[src/rtl/muldiv_unit.sv]
// Iterative radix-2 multiply / restoring-divide unit with a start/done handshake.
// The divide datapath is compiled in only when MULDIV_DIV_EN is defined.
module muldiv_unit #(
    parameter int WIDTH = 32
) (
    input  logic             clk,
    input  logic             rst_n,
    input  logic             start,
    input  logic [1:0]       op,
    input  logic [WIDTH-1:0] a,
    input  logic [WIDTH-1:0] b,
    output logic             busy,
    output logic             done,
    output logic [WIDTH-1:0] hi,
    output logic [WIDTH-1:0] lo
);

    localparam int CW = $clog2(WIDTH);

    typedef enum logic [1:0] {
        S_IDLE,
        S_CALC,
        S_FIX,
        S_DONE
    } state_e;

    state_e           state_q, state_d;
    logic [CW-1:0]    cnt_q, cnt_d;
    logic             div_q, div_d;
    logic             neg_res_q, neg_res_d;
    logic [WIDTH-1:0] mag_a_q, mag_a_d;
    logic [WIDTH-1:0] acc_hi_q, acc_hi_d;
    logic [WIDTH-1:0] acc_lo_q, acc_lo_d;
    logic [WIDTH-1:0] hi_q, hi_d;
    logic [WIDTH-1:0] lo_q, lo_d;

    logic             accept;
    logic             a_neg, b_neg;
    logic [WIDTH-1:0] a_abs, b_abs;
    logic [WIDTH:0]   mul_sum;
    logic [2*WIDTH-1:0] prod;

`ifdef MULDIV_DIV_EN
    logic [WIDTH-1:0] mag_b_q, mag_b_d;
    logic             neg_rem_q, neg_rem_d;
    logic             dbz_q, dbz_d;
    logic [WIDTH:0]   div_shift, div_diff;
`endif

    // NOTE: every signal driven here gets a default first, so no path can infer a latch.
    always_comb begin
        state_d   = state_q;
        cnt_d     = cnt_q;
        div_d     = div_q;
        neg_res_d = neg_res_q;
        mag_a_d   = mag_a_q;
        acc_hi_d  = acc_hi_q;
        acc_lo_d  = acc_lo_q;
        hi_d      = hi_q;
        lo_d      = lo_q;

        accept  = start && (state_q == S_IDLE || state_q == S_DONE);
        a_neg   = op[0] & a[WIDTH-1];
        b_neg   = op[0] & b[WIDTH-1];
        a_abs   = a_neg ? -a : a;
        b_abs   = b_neg ? -b : b;
        mul_sum = {1'b0, acc_hi_q} + (acc_lo_q[0] ? {1'b0, mag_a_q} : '0);
        prod    = {acc_hi_q, acc_lo_q};
`ifdef MULDIV_DIV_EN
        mag_b_d   = mag_b_q;
        neg_rem_d = neg_rem_q;
        dbz_d     = dbz_q;
        div_shift = {acc_hi_q, acc_lo_q[WIDTH-1]};
        div_diff  = div_shift - {1'b0, mag_b_q};
`endif

        case (state_q)
            S_IDLE, S_DONE: begin
                state_d = S_IDLE;
                if (accept) begin
                    cnt_d     = '0;
                    div_d     = op[1];
                    neg_res_d = a_neg ^ b_neg;
                    mag_a_d   = a_abs;
                    acc_hi_d  = '0;
                    acc_lo_d  = op[1] ? a_abs : b_abs;
                    state_d   = S_CALC;
`ifdef MULDIV_DIV_EN
                    mag_b_d   = b_abs;
                    neg_rem_d = a_neg;
                    dbz_d     = op[1] && (b == '0);
                    // Divide by zero keeps the raw dividend for the HI result.
                    if (dbz_d) begin
                        mag_a_d = a;
                        state_d = S_FIX;
                    end
`else
                    if (op[1]) state_d = S_FIX;
`endif
                end
            end

            S_CALC: begin
                cnt_d = cnt_q + CW'(1);
                if (cnt_q == CW'(WIDTH - 1)) state_d = S_FIX;
`ifdef MULDIV_DIV_EN
                if (div_q) begin
                    if (!div_diff[WIDTH]) begin
                        acc_hi_d = div_diff[WIDTH-1:0];
                        acc_lo_d = {acc_lo_q[WIDTH-2:0], 1'b1};
                    end else begin
                        acc_hi_d = div_shift[WIDTH-1:0];
                        acc_lo_d = {acc_lo_q[WIDTH-2:0], 1'b0};
                    end
                end else
`endif
                begin
                    // The add carry becomes the new top bit as {P,Q} shifts right.
                    acc_hi_d = mul_sum[WIDTH:1];
                    acc_lo_d = {mul_sum[0], acc_lo_q[WIDTH-1:1]};
                end
            end

            S_FIX: begin
                state_d = S_DONE;
`ifdef MULDIV_DIV_EN
                if (div_q) begin
                    if (dbz_q) begin
                        hi_d = mag_a_q;
                        lo_d = '1;
                    end else begin
                        lo_d = neg_res_q ? -acc_lo_q : acc_lo_q;
                        hi_d = neg_rem_q ? -acc_hi_q : acc_hi_q;
                    end
                end else
`else
                if (div_q) begin
                    hi_d = '0;
                    lo_d = '0;
                end else
`endif
                begin
                    {hi_d, lo_d} = neg_res_q ? -prod : prod;
                end
            end

            default: state_d = S_IDLE;
        endcase
    end

    // NOTE: sequential state uses non-blocking assignments so every register samples pre-edge values.
    always_ff @(posedge clk or negedge rst_n) begin
        if (!rst_n) begin
            state_q   <= S_IDLE;
            cnt_q     <= '0;
            div_q     <= 1'b0;
            neg_res_q <= 1'b0;
            mag_a_q   <= '0;
            acc_hi_q  <= '0;
            acc_lo_q  <= '0;
            hi_q      <= '0;
            lo_q      <= '0;
`ifdef MULDIV_DIV_EN
            mag_b_q   <= '0;
            neg_rem_q <= 1'b0;
            dbz_q     <= 1'b0;
`endif
        end else begin
            state_q   <= state_d;
            cnt_q     <= cnt_d;
            div_q     <= div_d;
            neg_res_q <= neg_res_d;
            mag_a_q   <= mag_a_d;
            acc_hi_q  <= acc_hi_d;
            acc_lo_q  <= acc_lo_d;
            hi_q      <= hi_d;
            lo_q      <= lo_d;
`ifdef MULDIV_DIV_EN
            mag_b_q   <= mag_b_d;
            neg_rem_q <= neg_rem_d;
            dbz_q     <= dbz_d;
`endif
        end
    end

    assign busy = (state_q == S_CALC) || (state_q == S_FIX);
    assign done = (state_q == S_DONE);
    assign hi   = hi_q;
    assign lo   = lo_q;

endmodule

[config.mk]
export PLATFORM = sky130hd
export DESIGN_NAME = muldiv_unit
export DESIGN_NICKNAME = d
export VERILOG_FILES = /design/src/rtl/muldiv_unit.sv
export SDC_FILE = /design/constraint.sdc
export NUM_CORES = 1
export LEC_CHECK = 0
export BUFFER_PORTS_ARGS = -buffer_cell sky130_fd_sc_hd__buf_4
export CAP_MARGIN = 20
export CORE_MARGIN = 3
export CORE_UTILIZATION = 40
export CTS_CLUSTER_SIZE = 24
export DETAILED_ROUTE_END_ITERATION = 16
export SLEW_MARGIN = 20
export SYNTH_ARGS = -nofsm -noshare
export SYNTH_HDL_FRONTEND = slang
export SYNTH_SLANG_ARGS = --single-unit
[constraint.sdc]
create_clock -name clk -period 3.3 [get_ports clk]
set_input_delay 0.99 -clock clk [delete_from_list [all_inputs] [get_ports clk]]
set_output_delay 0.99 -clock clk [all_outputs]
set_load 0.005 [all_outputs]
* Word level (Yosys, flattened, before mapping)
Cells that the tools add are included.
Storage, ports and cells: output and inout port bits 66, logic and storage cells 48, bits in registers 169
Cells by class: add/subtract/negate cells 5, equality and inequality tests 6, bitwise operators 3, reductions and logical operators 8, muxes and demuxes 17
Operator list (count):
- $mux 32 | 8
- $pmux 32 s2 | 2
- $mux 64 | 1
- $neg 32->32 | 2
- $neg 64->64 | 1
- $add 32x32->33 | 1
- $pmux 5 s2 | 1
- $mux 2 | 3
- $pmux 2 s3 | 1
- $add 5x1->5 const B | 1
- $eq 5x5->1 const B | 1
- $mux 5 | 1
- $eq 2x2->1 const B | 2
- $ne 2x2->1 const B | 2
- $reduce_and 2->1 | 2
- $and 1x1->1 | 2
- $eq 2x1->1 const B | 1
- $logic_not 2->1 | 1
- $logic_or 1x1->1 | 2
- $reduce_bool 2->1 | 1
- $reduce_or 2->1 | 1
- $logic_and 1x1->1 | 1
- $xor 1x1->1 | 1

* Longest topological paths before layout
word-level depth 5, mapped depth 13, gate-level depth less buffers 12

* Worst setup path after synthesis
Ideal clock, no wire load.
path kind input to register, from input a[6], to register acc_lo_q[29], stages on the path 8, arrival time 3.195 ns, required time 3.223 ns, path buffers 0, setup time 0.077 ns, setup slack 0.027 ns, path through or4_1 -> or4b_2 -> nor2_1 -> and2_1 -> a21oi_1 -> xnor2_1 -> a211o_1 -> a21oi_1
On the way: longest elaborated chain between the ends 5
Ends and longest elaborated chain:
- from (decl) | RTL line 10 | input logic [WIDTH-1:0] a,
- $neg 32->32 | RTL line 65 | a_abs = a_neg ? -a : a;
- $mux 32 | RTL line 65
- $mux 32 | RTL line 86 | acc_lo_d = op[1] ? a_abs : b_abs;
- $mux 32 | RTL line 80 | if (accept) begin
- $pmux 32 s2 | RTL line 77 | case (state_q)
- to (signal assigned) | RTL line 175 | acc_lo_q <= acc_lo_d;
- to (decl) | RTL line 33 | logic [WIDTH-1:0] acc_lo_q, acc_lo_d;
No other way between the ends. The select of a mux whose other input is x is not followed. A chain may end at the register's enable or synchronous reset.

* Final worst setup path
from register acc_lo_q[0], to register acc_hi_q[16]
On the way: longest elaborated chain between the ends 3
Ends and longest elaborated chain:
- $mux 32 | RTL line 67 | mul_sum = {1'b0, acc_hi_q} + (acc_lo_q[0] ? {1'b0, mag_a_q} : '0);
- $add 32x32->33 | RTL line 67
- $pmux 32 s2 | RTL line 77
- to (signal assigned) | RTL line 174 | acc_hi_q <= acc_hi_d;
- to (decl) | RTL line 32 | logic [WIDTH-1:0] acc_hi_q, acc_hi_d;
No other way between the ends.

==> results.py <==
metrics = {
    "place": {
        "gp_congestion": 0.9289,
        "hpwl_um": 29800,
        "placed_cells": 1860,
        "io_buffers": 134,
    },
    "floorplanning": {
        "rows": 61,
        "start_util_pct": 41.00,
        "die_w_um": 175.4,
        "die-area_mm2": 0.03078,
        "die_y_um": 175.4,
        "ioPinCount": 135,
        "core_area_mm2": 0.02801,
    },
    "synthesis": {
        "syn_inst": 1316,
        "synth-seq-area-share_pct": 36.83,
        "synth-seq-cells": 169,
        "syn_avg_cell_area_um2": 8.726,
        "yosysUniqueCellTypes": 64,
        "async_reset_ff_share_pct": 100.0,
        "synth_edf_count": 0,
        "synthFlopType": "dfrtp_1",
        "synth_area_mm2": 0.01148,
        "synth_nets": 1426,
        "synth_warnings": 0,
    },
    "job": {
        "cap_violations": 0,
    },
    "sta": {
        "finClkSkew_ns": 0.01557,
        "maxSlewViolCount": 0,
        "tightest_slew_ns": 0.9235,
        "whs_ns": 0.4083,
        "rsz0062_at_grt": "no",
        "relSlewSlack_pct": 38.43,
        "timing.fmax_ghz": 0.3161,
        "hold_viol": 0,
        "min_period_ns": 3.164,
        "setup_viol": 0,
        "period_share_pct": 95.87,
    },
    "setup_path": {
        "crit_required_ns": 3.58,
        "arrival_ns": 3.44,
        "startpoint_type": "flip-flop",
        "rrSetupSlack_ns": 0.14,
        "startpoint": "acc_lo_q[0]",
        "path_class": "flip-flop to flip-flop",
        "reg2reg_from": "acc_lo_q[0]",
        "cp_max_fo": 31,
        "rr_endpoint": "acc_hi_q[16]",
        "r2r_cells": 11,
        "end_kind": "flip-flop",
    },
    "clocking": {
        "clock_latency_ns": 0.43,
        "cts.sinks": 169,
        "clkTransAtPathRegs_ns": 0.08,
        "cts_made_buffers": 17,
        "cts_setup_buffers": 0,
        "tritoncts": "built",
        "cts_buffer_depth": 2,
        "ctsHtreeMaxLevel": 4,
        "cts_root_buf": "clkbuf_16",
    },
    "global_routing": {
        "grt_pass1_wl_um": 59190,
        "grt_util_all_layers_pct": 24.57,
        "grt_pass1_vias": 10208,
        "antenna_found_initial": 0,
        "grt_max_degree": 65,
        "overflow": 0,
    },
    "routing": {
        "via_count": 10658,
        "wl_um": 37640,
        "drt_iter0_markers": 919,
        "drc": 0,
        "routed_via_density": 5.633,
        "ant_nets": 0,
        "dr.pass1.iters": 5,
        "routedWlPerCell_um": 19.89,
    },
    "run_status": {
        "status": "complete, no violations",
    },
    "power_and_ir_drop": {
        "p_per_area_mw_per_mm2": 863.9,
        "ir_drop_mv": 0.3971,
        "leakagePower_nw": 6.319,
    },
    "cells_and_area": {
        "layout.cells.most_common": "buf_4",
        "stdcell_count": 1892,
        "n_antenna_cell": 0,
        "drive_gt1_share_pct": 20.81,
        "syn_to_final_growth_pct": 23.25,
        "layout_common_cells": "buf_4, dfrtp_1, nand2_1",
        "nets": 1611,
    },
    "min_path": {
        "worstHoldPathType": "input pin to async pin",
    },
}
cell usage after synthesis (all sizes together), types with 8 or more instances:
cell     instances  area (um^2)
ha              40        500.5
nor3            23        115.1
xor2           100        875.8
mux2             8        90.09
o2bb2ai         47        411.6
nand2          154        580.6
and2            38        237.7
nor4            10        62.56
nand4           11        68.82
inv             22        82.58
buf              9        40.03
or3             19        128.9
clkbuf          72        270.3
nand3           15        75.07
xnor2           50        437.9
o31ai           49        382.9
o41ai           12        127.6
nor2b            8        50.05
nor2            71        266.5
dfrtp          169         4229
a211oi          12        90.09
nand2b          12        75.07
a221oi          11        96.34
o221ai           9        78.83
a21o            22        165.2
a21oi           76        380.4
and3            21        131.4
a31oi            9        56.30
o21ai          130        650.6
o22ai           23        143.9
or4             12        105.1
power by group:
| group | switching [mW] | leakage [nW] | total, mW | internal (mW) |
|---|---|---|---|---|
| registers | 0.795 | 2.16 | 3.68 | 2.88 |
| clock network | 0.974 | 0.289 | 2.01 | 1.03 |
| logic | 3.76 | 3.87 | 6.54 | 2.78 |
per-layer routing:
layer | GRT usage, % | share of wire, % | vias to the layer above
met5 | 0 | 0 | -
met4 | 6.434 | 2.0 | 0
met3 | 4.972 | 8.3 | 37
met2 | 35.09 | 42 | 343
met1 | 37.72 | 48 | 5090
li1 | - | - | 5188
sequential cells by signal, indices dropped and copies added (netlist names):
name	flops
acc_lo_q	32
div_q	1
neg_res_q	1
lo	32
state_q	2
cnt_q	5
hi	32
acc_hi_q	32
mag_a_q	32
kinds of logic (layout without fill, tap and decap cells):
family	count (synthesis)	after routing	synth area share, %
AO/OA/AOI/OAI	428	428	24.56
XOR/XNOR	150	150	11.44
adder cells (fa/ha/maj)	41	41	4.533
buffers and inverters	103	301	3.421
flip-flops	169	169	36.83
multiplexers	14	14	1.308
AND/OR/NAND/NOR	411	411	17.91
critical path, stage by stage, from the launching register on:
cell and delay [ns]:
dfrtp_1 0.47, buf_12 0.19, and2_1 0.16, ha_1 0.32, and3_1 0.22, and3_1 0.19, a211o_1 0.37, buf_4 0.16
a211o_1 0.34, a21oi_1 0.22, xor2_1 0.24, o21ai_0 0.11
timing repair:
item | in CTS | in global routing
resized for setup | 0 | 3
setup endpoints to repair | 0 | 3
hold buffers | 0 | 0
per-stage QoR:
stage | instance area, um^2 | setup WS [ns] | setup TNS [ns] | power (mW) | utilization (%)
after floorplan | 11480 | 0.02750 | 0 | 7.537 | -
after global placement | 13560 | -0.1191 | -0.2621 | 10.09 | 48.41
after detailed placement | 13560 | -0.1436 | -0.5221 | 10.17 | 48.41
after CTS | 14150 | 0.2027 | 0 | 12.20 | 50.50
after global routing | 14150 | 0.03437 | 0 | 13.17 | 50.53
final | 14150 | 0.1365 | 0 | 12.23 | 50.53
worst max path at each step:
stage                     slack [ns]  depth (start not counted)      endpoint
after floorplan                 0.03                          8  acc_lo_q[29]
after CTS                       0.20                         11  acc_hi_q[16]
after detailed placement       -0.14                          9  acc_lo_q[29]
final                           0.14                         11  acc_hi_q[16]
after global routing            0.03                         12  acc_hi_q[25]
after global placement         -0.12                          9  acc_lo_q[29]
final cells by class:
cell class	instances	area, um^2
tap	378	473.0
inverter	22	82.58
fill	2655	13860
multi-input combinational	1044	6885
timing repair buffer	247	1896
clock buffer	18	439.2
clock inverter	14	147.6
sequential	169	4230
(Power assumes the default switching activity.)
